File: src/rtl/aes_block_uart_feeder_if.sv
// Block-input valid/ready bundle for the AES-to-UART feeder.
// The master presents a block; the slave (feeder) signals readiness.
interface aes_block_uart_feeder_if #(
    parameter int NBYTES = 16
);
    logic                  in_valid;
    logic [8*NBYTES-1:0]   in_block;
    logic                  in_ready;

    modport master (
        output in_valid,
        output in_block,
        input  in_ready
    );

    modport slave (
        input  in_valid,
        input  in_block,
        output in_ready
    );
endinterface

File: src/rtl/aes_block_uart_feeder.sv
// Serializes one AES block MSB-first into a byte-wide UART transmitter.
// Optional FEEDER_CRC_EN appends a CRC-8 (poly 0x07) byte to each block.
module aes_block_uart_feeder #(
    parameter int NBYTES      = 16,
    parameter int ACK_TIMEOUT = 15
) (
    input  logic                    clk,
    input  logic                    rst_n,
    aes_block_uart_feeder_if.slave  in_if,
    output logic                    tx_en,
    output logic                    tx_start,
    output logic [7:0]              tx_data,
    input  logic                    tx_busy,
    input  logic                    tx_done,
    output logic                    busy,
    output logic                    block_done,
    output logic                    err_timeout
);
    localparam int BW = 8 * NBYTES;
`ifdef FEEDER_CRC_EN
    localparam int NOUT = NBYTES + 1;
`else
    localparam int NOUT = NBYTES;
`endif
    localparam int CW = (NOUT > 1) ? $clog2(NOUT) : 1;
    localparam logic [CW-1:0] LAST    = CW'(NOUT - 1);
    localparam logic [7:0]    ACK_MAX = 8'(ACK_TIMEOUT);

    typedef enum logic [1:0] {
        S_IDLE,
        S_LOAD,
        S_ACK,
        S_DONE
    } state_e;

    state_e          state_q;
    logic [BW-1:0]   shreg_q;
    logic [CW-1:0]   cnt_q;
    logic [7:0]      ack_q;
    logic [7:0]      ack_d;
    logic [7:0]      data_q;
    logic            start_q;
    logic            en_q;
    logic            ready_q;
    logic            busy_q;
    logic            done_q;
    logic            err_q;

`ifdef FEEDER_CRC_EN
    logic [7:0]      crc_q;

    function automatic logic [7:0] crc8(input logic [7:0] c,
                                        input logic [7:0] d);
        logic [7:0] r;
        r = c ^ d;
        for (int i = 0; i < 8; i++) begin
            r = r[7] ? ((r << 1) ^ 8'h07) : (r << 1);
        end
        return r;
    endfunction
`endif

    assign ack_d = ack_q + 8'd1;

    always_ff @(posedge clk or negedge rst_n) begin
        if (!rst_n) begin
            state_q <= S_IDLE;
            shreg_q <= '0;
            cnt_q   <= '0;
            ack_q   <= '0;
            data_q  <= '0;
            start_q <= 1'b0;
            en_q    <= 1'b0;
            ready_q <= 1'b1;
            busy_q  <= 1'b0;
            done_q  <= 1'b0;
            err_q   <= 1'b0;
`ifdef FEEDER_CRC_EN
            crc_q   <= '0;
`endif
        end else begin
            en_q   <= 1'b1;
            done_q <= 1'b0;
            unique case (state_q)
                S_IDLE: begin
                    if (in_if.in_valid && ready_q) begin
                        shreg_q <= in_if.in_block;
                        err_q   <= 1'b0;
                        cnt_q   <= '0;
                        ready_q <= 1'b0;
                        busy_q  <= 1'b1;
`ifdef FEEDER_CRC_EN
                        crc_q   <= '0;
`endif
                        state_q <= S_LOAD;
                    end
                end
                S_LOAD: begin
                    start_q <= 1'b1;
                    ack_q   <= '0;
                    state_q <= S_ACK;
`ifdef FEEDER_CRC_EN
                    // The slot after the last data byte carries the CRC.
                    if (cnt_q == CW'(NBYTES)) begin
                        data_q <= crc_q;
                    end else begin
                        data_q <= shreg_q[BW-1 -: 8];
                        crc_q  <= crc8(crc_q, shreg_q[BW-1 -: 8]);
                    end
`else
                    data_q <= shreg_q[BW-1 -: 8];
`endif
                end
                S_ACK: begin
                    ack_q <= ack_d;
                    if (tx_busy) begin
                        start_q <= 1'b0;
                        state_q <= S_DONE;
                    end else if (ack_d == ACK_MAX) begin
                        err_q   <= 1'b1;
                        start_q <= 1'b0;
                        ready_q <= 1'b1;
                        busy_q  <= 1'b0;
                        state_q <= S_IDLE;
                    end
                end
                S_DONE: begin
                    // Next start waits for S_LOAD so it never meets tx_done.
                    if (tx_done) begin
                        shreg_q <= shreg_q << 8;
                        if (cnt_q == LAST) begin
                            done_q  <= 1'b1;
                            ready_q <= 1'b1;
                            busy_q  <= 1'b0;
                            state_q <= S_IDLE;
                        end else begin
                            cnt_q   <= cnt_q + 1'b1;
                            state_q <= S_LOAD;
                        end
                    end
                end
                default: state_q <= S_IDLE;
            endcase
        end
    end

    assign in_if.in_ready = ready_q;
    assign tx_en          = en_q;
    assign tx_start       = start_q;
    assign tx_data        = data_q;
    assign busy           = busy_q;
    assign block_done     = done_q;
    assign err_timeout    = err_q;
endmodule

File: src/flat_wrapper.sv
// flat-port wrapper written by rule: the top's interface ports become plain ports
module aes_block_uart_feeder_flat 
#(
    parameter int NBYTES      = 16,
    parameter int ACK_TIMEOUT = 15
)
  (clk, rst_n, tx_en, tx_start, tx_data, tx_busy, tx_done, busy, block_done, err_timeout, in_if_in_valid, in_if_in_block, in_if_in_ready);
  aes_block_uart_feeder_if #(.NBYTES(NBYTES)) in_if_i ();
  input  logic clk;
  input  logic rst_n;
  output logic tx_en;
  output logic tx_start;
  output logic [7:0] tx_data;
  input  logic tx_busy;
  input  logic tx_done;
  output logic busy;
  output logic block_done;
  output logic err_timeout;
  input wire logic [$bits(in_if_i.in_valid)-1:0] in_if_in_valid;
  input wire logic [$bits(in_if_i.in_block)-1:0] in_if_in_block;
  output wire logic [$bits(in_if_i.in_ready)-1:0] in_if_in_ready;
  assign in_if_i.in_valid = in_if_in_valid;
  assign in_if_i.in_block = in_if_in_block;
  assign in_if_in_ready = in_if_i.in_ready;
  aes_block_uart_feeder #(.NBYTES(NBYTES), .ACK_TIMEOUT(ACK_TIMEOUT)) u_core (.clk(clk), .rst_n(rst_n), .in_if(in_if_i), .tx_en(tx_en), .tx_start(tx_start), .tx_data(tx_data), .tx_busy(tx_busy), .tx_done(tx_done), .busy(busy), .block_done(block_done), .err_timeout(err_timeout));
endmodule
File: config.mk
export PLATFORM = sky130hd
export DESIGN_NAME = aes_block_uart_feeder_flat
export DESIGN_NICKNAME = d
export VERILOG_FILES = /design/src/rtl/aes_block_uart_feeder_if.sv /design/src/rtl/aes_block_uart_feeder.sv /design/src/flat_wrapper.sv
export SDC_FILE = /design/constraint.sdc
export NUM_CORES = 1
export LEC_CHECK = 0
export CORE_ASPECT_RATIO = 0.75
export CORE_MARGIN = 3
export CORE_UTILIZATION = 45
export CTS_BUF_LIST = sky130_fd_sc_hd__clkbuf_4
export DETAILED_ROUTE_END_ITERATION = 16
export PLACE_DENSITY = 0.73
export SETUP_SLACK_MARGIN = 0.05
export SLEW_MARGIN = 20
export SYNTH_ARGS = -nofsm -noshare
export SYNTH_HDL_FRONTEND = slang
export SYNTH_SLANG_ARGS = --single-unit
export TNS_END_PERCENT = 50
File: constraint.sdc
create_clock -name clk -period 5.2 [get_ports clk]
set_input_delay 1.04 -clock clk [delete_from_list [all_inputs] [get_ports clk]]
set_output_delay 1.04 -clock clk [all_outputs]
set_load 0.05 [all_outputs]
==> results of run 1 <==
-- layer usage --
layer,up-vias,wire (µm),GRT usage
li1,2699,-,-
met1,2655,7950,0.269
met2,116,8020,0.304
met3,22,789,0.0496
met4,0,222,0.0481
met5,-,0,0
-- metrics by stage --
step,util,total power [W],instances,instance area [µm²]
after CTS,0.585,0.00205,1041,9110
after global routing,0.585,0.00212,1041,9110
final,0.585,0.00202,1041,9110
after floorplan,-,0.00126,703,7320
after global placement,0.570,0.00140,1011,8880
after detailed placement,0.570,0.00140,1011,8880
-- tightest hold or removal path: cells and delay by family, from the launching register on --
kind,cells,cell delay (ns)
flip-flops,1,0.36
AO/OA/AOI/OAI,1,0.07
AND/OR/NAND/NOR,1,0.05
-- path summary, 6_finish.rpt --
path                                                      to  cells after the start  slack, ns
max in group asynchronous  u_core.in_if.in_ready$_DFFE_PN1P_                      2       3.57
hold / removal                 u_core.shreg_q[4]$_DFFE_PN0P_                      2       0.50
min in group asynchronous    u_core.shreg_q[105]$_DFFE_PN0P_                      1       0.55
setup / recovery                              in_if_in_ready                      1       2.22
hold reg to reg                u_core.shreg_q[4]$_DFFE_PN0P_                      2       0.50
setup reg to reg              u_core.shreg_q[17]$_DFFE_PN0P_                      6       2.41
-- cell type report --
type	count	area, µm²	share of cell area
clock buffers	17	128	0.0140
clock inverters	13	105	0.0115
multi-input cells	491	3170	0.348
flip-flops and latches	156	3910	0.429
well taps	205	256	0.0282
repair buffers	152	1520	0.167
inverters	7	26.3	0.00288
-- power groups by stage --
stage	Clock [W]	Combinational, W	Sequential [W]
5_1_grt	0.000724	0.000181	0.00121
4_1_cts	0.000664	0.000169	0.00121
3_3_place_gp	0	0.000166	0.00124
6_report	0.000642	0.000166	0.00121
2_1_floorplan	0	0.0000266	0.00124
3_5_place_dp	0	0.000167	0.00124
-- synth_stat cells --
cell type / instances
nor3b_2: 1
or2_1: 1
dfrtp_1: 155
o21ai_0: 15
a31oi_1: 2
a31o_1: 1
nor2b_1: 1
nor2_2: 1
a21bo_2: 1
nor2_1: 127
buf_2: 35
xnor2_1: 2
a22o_1: 8
a21boi_0: 1
o21ai_1: 1
buf_1: 2
nor4_1: 1
a21o_1: 1
a2111o_1: 1
nand3_1: 8
a211oi_2: 1
or4_1: 1
dfstp_2: 1
o2bb2ai_1: 3
and3_1: 4
a311o_1: 1
ha_1: 8
nand2b_1: 12
o31ai_1: 3
a21oi_1: 124
a311oi_1: 1
nand2_1: 19
a2111oi_0: 1
inv_1: 7
buf_4: 2
o22ai_1: 1
clkbuf_1: 10
and2_1: 1
o311a_1: 1
mux2i_1: 123
conb_1: 1
nand4_1: 4
mux2_2: 9
-- cells in the final DEF, fill, tap and decap left out, types with 9 or more instances in the layout --
master           count
clkdlybuf4s50_1    145
nand2_1             19
mux2i_1            123
mux2_2               9
nor2_1             127
nand2b_1            12
clkbuf_4            17
a21oi_1            124
dfrtp_1            155
o21ai_0             15
-- registers in the layout, summed over array words and instances (netlist names) --
register	cells
u_core.tx_start	1
u_core.shreg_q	128
u_core.tx_data	8
u_core.cnt_q	4
u_core.state_q	2
u_core.block_done	1
u_core.in_if.in_ready	1
u_core.busy	1
u_core.tx_en	1
u_core.err_timeout	1
u_core.ack_q	8
-- logic make-up after synthesis --
kind of cell               Yosys count  share of synthesized area
muxes                              132                      0.182
DFF                                156                      0.534
buffers and inverters               56                     0.0357
other                                1                   0.000512
and+or+nand+nor                    181                      0.104
adders and majority gates            8                     0.0137
AOI/OAI and AO/OA                  167                      0.128
xor gates and xnor gates             2                    0.00239
==> flow_summary_export.csv, run 1 <==
group,metric,value,unit
cells_and_area,drive_gt1_frac,0.0610,
critical_path,worstPathCellList,"clkdlybuf4s50_1",
critical_path,end_kind,"primary output",
route,via_per_inst,5.28,
logic_synthesis,yosysUniqueCellTypes,43,
floorplanning,num_rows,39,
power_and_ir_drop,p_sw,0.000478,W
route,wl,17000,µm
logic_synthesis,yosys-top-cells-area,"dfrtp_1, mux2i_1, a21oi_1",
critical_path,critPathRequiredTime,4.16,ns
sta,drv_slew,0,
route,drc_errors,0,
cts,numClockSinks,156,
power_and_ir_drop,power.clock.fraction,0.318,
critical_path,r2r_start,"u_core.state_q[0]$_DFFE_PN0P_",
floorplanning,die_h,116,µm
route,wl_per_cell,16.3,µm
sta,hold_slack,0.500,ns
global_route,grt_overflow,0,
logic_synthesis,seq_area_frac_synth,0.534,
critical_path,crit_fanout,5,
sta,finalSetupTns,0,ns
route,final_antenna_net_count,0,
critical_path,critPathTopFamily,"buffers and inverters",
logic_synthesis,syn-instance-count,703,
critical_path,max_stage_delay,0.82,ns
cts,cts_post_setup_buffers_inserted,0,
global_route,grt_use_total,0.192,
power_and_ir_drop,p_int,0.00154,W
critical_path,worstPathArrival,1.94,ns
cells_and_area,fin_nets,966,
job,drv_cap,0,
cells_and_area,fillers,1299,
cts,clockBufferDepth,2,
logic_synthesis,syn_area_per_cell,10.4,µm²
critical_path,cp-start-kind,"flop",
sta,tightestPinTransition,0.924,ns
logic_synthesis,ys_ff_latch,156,
hold_path,min-delay-start,"u_core.shreg_q[4]$_DFFE_PN0P_",
power_and_ir_drop,swShare,0.237,
global_route,grt_pass1_wl,27500,µm
power_and_ir_drop,power_frac_seq,0.600,
cts,clkLatencyLatePin,0.54,ns
power_and_ir_drop,p_comb_frac,0.082,
logic_synthesis,syn_nets,844,
critical_path,startpoint,"u_core.in_if.in_ready$_DFFE_PN1P_",
power_and_ir_drop,pwr_density_cell,222,nW/µm²
critical_path,worstSetupPathType,"flop to primary output",
critical_path,path_buf_inv,1,
floorplanning,start_util,0.470,
sta,postLayoutSetupSlackWorst,2.22,ns
cells_and_area,antenna_cells,0,
sta,relSlewSlack,0.384,
cells_and_area,syn_to_final_growth,24.5,%
hold_path,hp-class,"flop to flop",
cts,path_clk_slew,0.12,ns
sta,setup_viol,0,
floorplanning,dieWidth,153,µm
logic_synthesis,synth_largest_area_cell,"dfrtp_1",
logic_synthesis,syn_area,7320,µm²
sta,final.min_clock_period,2.98,ns
cts,tritoncts,"built",
logic_synthesis,synth_top_area_share,0.530,
floorplanning,io_pins,147,
sta,hold_viol,0,
logic_synthesis,yosys_warnings,0,
sta,clock_skew,0.0191,ns
global_route,grt_pass1_vias,5511,
cts,cts_hold_buf,0,
cts,ctsResizeCount,0,
cts,htreeDepth,4,
global_route,antenna_found_initial,0,
global_route,grt_max_degree,111,
run_status,status,"finished clean",
place,post-place-ws,1.86,ns
route,via_count,5492,
power_and_ir_drop,peakVddDrop,117,µV
cts,cts_buffers,17,
floorplanning,core_area,15600,µm²
floorplanning,die-area,17800,µm²
place,hpwlAfterDp,12100,µm
place,routabilityCongestion,0.852,
route,dr.pass1.iters,5,
critical_path,worst_path_max_delay_cell,"clkdlybuf4s50_1",
power_and_ir_drop,p_leak,3.83,nW
cts,clockRootBuffer,"clkbuf_4",
sta,fin_crit_sh,0.572,
route,drtIter0Drc,338,
sta,rsz0062_at_grt,"no",
sta,max_freq,336,MHz
place,portBuffers,146,
(Power assumes the default switching activity.)
==> run 2: changes to the inputs <==
- clock period: 5.2 -> 3 ns (I/O delays scaled with it)
==> flow_summary_export.csv, run 2 (synthesis results as in run 1) <==
group,metric,value,unit
run_status,status,"finished clean",
sta,fin_crit_sh,0.851,
sta,postLayoutSetupSlackWorst,0.446,ns
hold_path,hp-class,"input pin to async pin",
cells_and_area,antenna_cells,0,
floorplanning,dieWidth,153,µm
critical_path,path_buf_inv,1,
cells_and_area,fillers,1283,
global_route,grt_use_total,0.197,
sta,tightestPinTransition,0.725,ns
place,routabilityCongestion,0.874,
critical_path,worstPathCellList,"clkdlybuf4s50_1",
cells_and_area,layout_commonest_cell,"dfrtp_1",
cts,cts_post_setup_buffers_inserted,0,
route,final_antenna_net_count,0,
route,drc_errors,0,
floorplanning,start_util,0.470,
critical_path,worst_path_max_delay_cell,"clkdlybuf4s50_1",
sta,final.min_clock_period,2.55,ns
global_route,grt_pass1_wl,28000,µm
cts,clockRootBuffer,"clkbuf_4",
sta,rsz0062_at_grt,"no",
power_and_ir_drop,peakVddDrop,199,µV
place,post-place-ws,0.703,ns
route,via_count,5497,
place,placed_area,8940,µm²
cts,numClockSinks,156,
sta,max_freq,392,MHz
floorplanning,io_pins,147,
cells_and_area,syn_to_final_growth,26.4,%
cts,cts_hold_buf,0,
critical_path,end_kind,"primary output",
route,dr.pass1.iters,5,
global_route,grt_overflow,0,
cts,path_clk_slew,0.12,ns
sta,relSlewSlack,0.517,
cts,tritoncts,"built",
floorplanning,die_h,116,µm
power_and_ir_drop,pwr_density_cell,410,nW/µm²
sta,drv_slew,0,
critical_path,critPathRequiredTime,2.40,ns
global_route,antenna_found_initial,0,
route,via_per_inst,5.27,
cells_and_area,stdcell_area,9250,µm²
route,wl_per_cell,16.4,µm
critical_path,critPathTopFamily,"buffers and inverters",
sta,hold_viol,0,
global_route,grt_pass1_vias,5549,
critical_path,cp-start-kind,"flop",
route,wl,17100,µm
global_route,grt_max_degree,113,
critical_path,worstSetupPathType,"flop to primary output",
floorplanning,num_rows,39,
cells_and_area,drive_gt1_frac,0.0644,
power_and_ir_drop,p_leak,3.90,nW
cts,clkLatencyLatePin,0.56,ns
job,drv_cap,0,
floorplanning,core_area,15600,µm²
sta,clock_skew,0.0171,ns
route,drtIter0Drc,395,
cells_and_area,largest_register,"u_core.shreg_q",
floorplanning,die-area,17800,µm²
cts,htreeDepth,4,
critical_path,worstPathArrival,1.95,ns
sta,setup_viol,0,
cts,cts_buffers,17,
sta,finalSetupTns,0,ns
critical_path,crit_fanout,5,
critical_path,max_stage_delay,0.81,ns
place,hpwlAfterDp,11900,µm
cts,ctsResizeCount,0,
cells_and_area,final_cells,1044,
cts,clockBufferDepth,2,
place,portBuffers,146,
cells_and_area,largest_register_ffs,128,
cells_and_area,fin_nets,968,
cells_and_area,final_cell_mix,"dfrtp_1, clkdlybuf4s50_1, nor2_1, a21oi_1, mux2i_1",
place,placed_cells,1013,
==> run 2: cell types whose count changed in the layout (fill, tap and decap cells not counted) <==
cell / change
clkinvlp_4: -4
inv_6: +1
bufinv_16: +3
clkbuf_4: +1
buf_12: +4
buf_4: -2
==> run 2: power breakdown <==
part           switching (W)  internal [W]
sequential       0.000000256       0.00210
clock               0.000737      0.000660
combinational       0.000108      0.000182
total               0.000845       0.00294
==> run 2: layout make-up <==
cell class	instances	area, µm²	area share
flip-flops and latches	156	3910	0.422
multi-input cells	491	3170	0.343
well taps	205	256	0.0277
clock inverters	13	174	0.0188
clock buffers	18	135	0.0146
inverters	7	26.3	0.00284
repair buffers	154	1590	0.171
==> run 2: layer usage <==
metal  part of all wire  vias to the layer above  track usage
met5                  0                        -            0
met4              0.011                        0       0.0599
met3              0.049                       14       0.0500
li1                   -                     2698            -
met2               0.48                      130        0.318
met1               0.46                     2655        0.268
==> run 2: worst paths after layout <==
path                                                    from                        endpoint  slack [ns]  depth (start not counted)
max                        u_core.in_if.in_ready$_DFFE_PN1P_                  in_if_in_ready        0.45                          1
min                                                    rst_n   u_core.tx_data[1]$_DFFE_PN0N_        0.07                          1
max reg2reg                    u_core.state_q[0]$_DFFE_PN0P_         u_core.busy$_DFFE_PN0P_        0.80                          7
min reg2reg                    u_core.shreg_q[6]$_DFFE_PN0P_   u_core.shreg_q[6]$_DFFE_PN0P_        0.50                          2
max in group asynchronous                              rst_n  u_core.shreg_q[12]$_DFFE_PN0P_        2.09                          2
min in group clk               u_core.shreg_q[6]$_DFFE_PN0P_   u_core.shreg_q[6]$_DFFE_PN0P_        0.50                          2
==> run 2: stage by stage <==
stage,util,hold slack [ns],power [W]
CTS,0.594,0.0595,0.00383
detailed placement,0.574,0.473,0.00244
global route,0.594,0.0712,0.00395
finish,0.594,0.0707,0.00379
global placement,0.574,0.465,0.00243
floorplan,-,0.304,0.00219
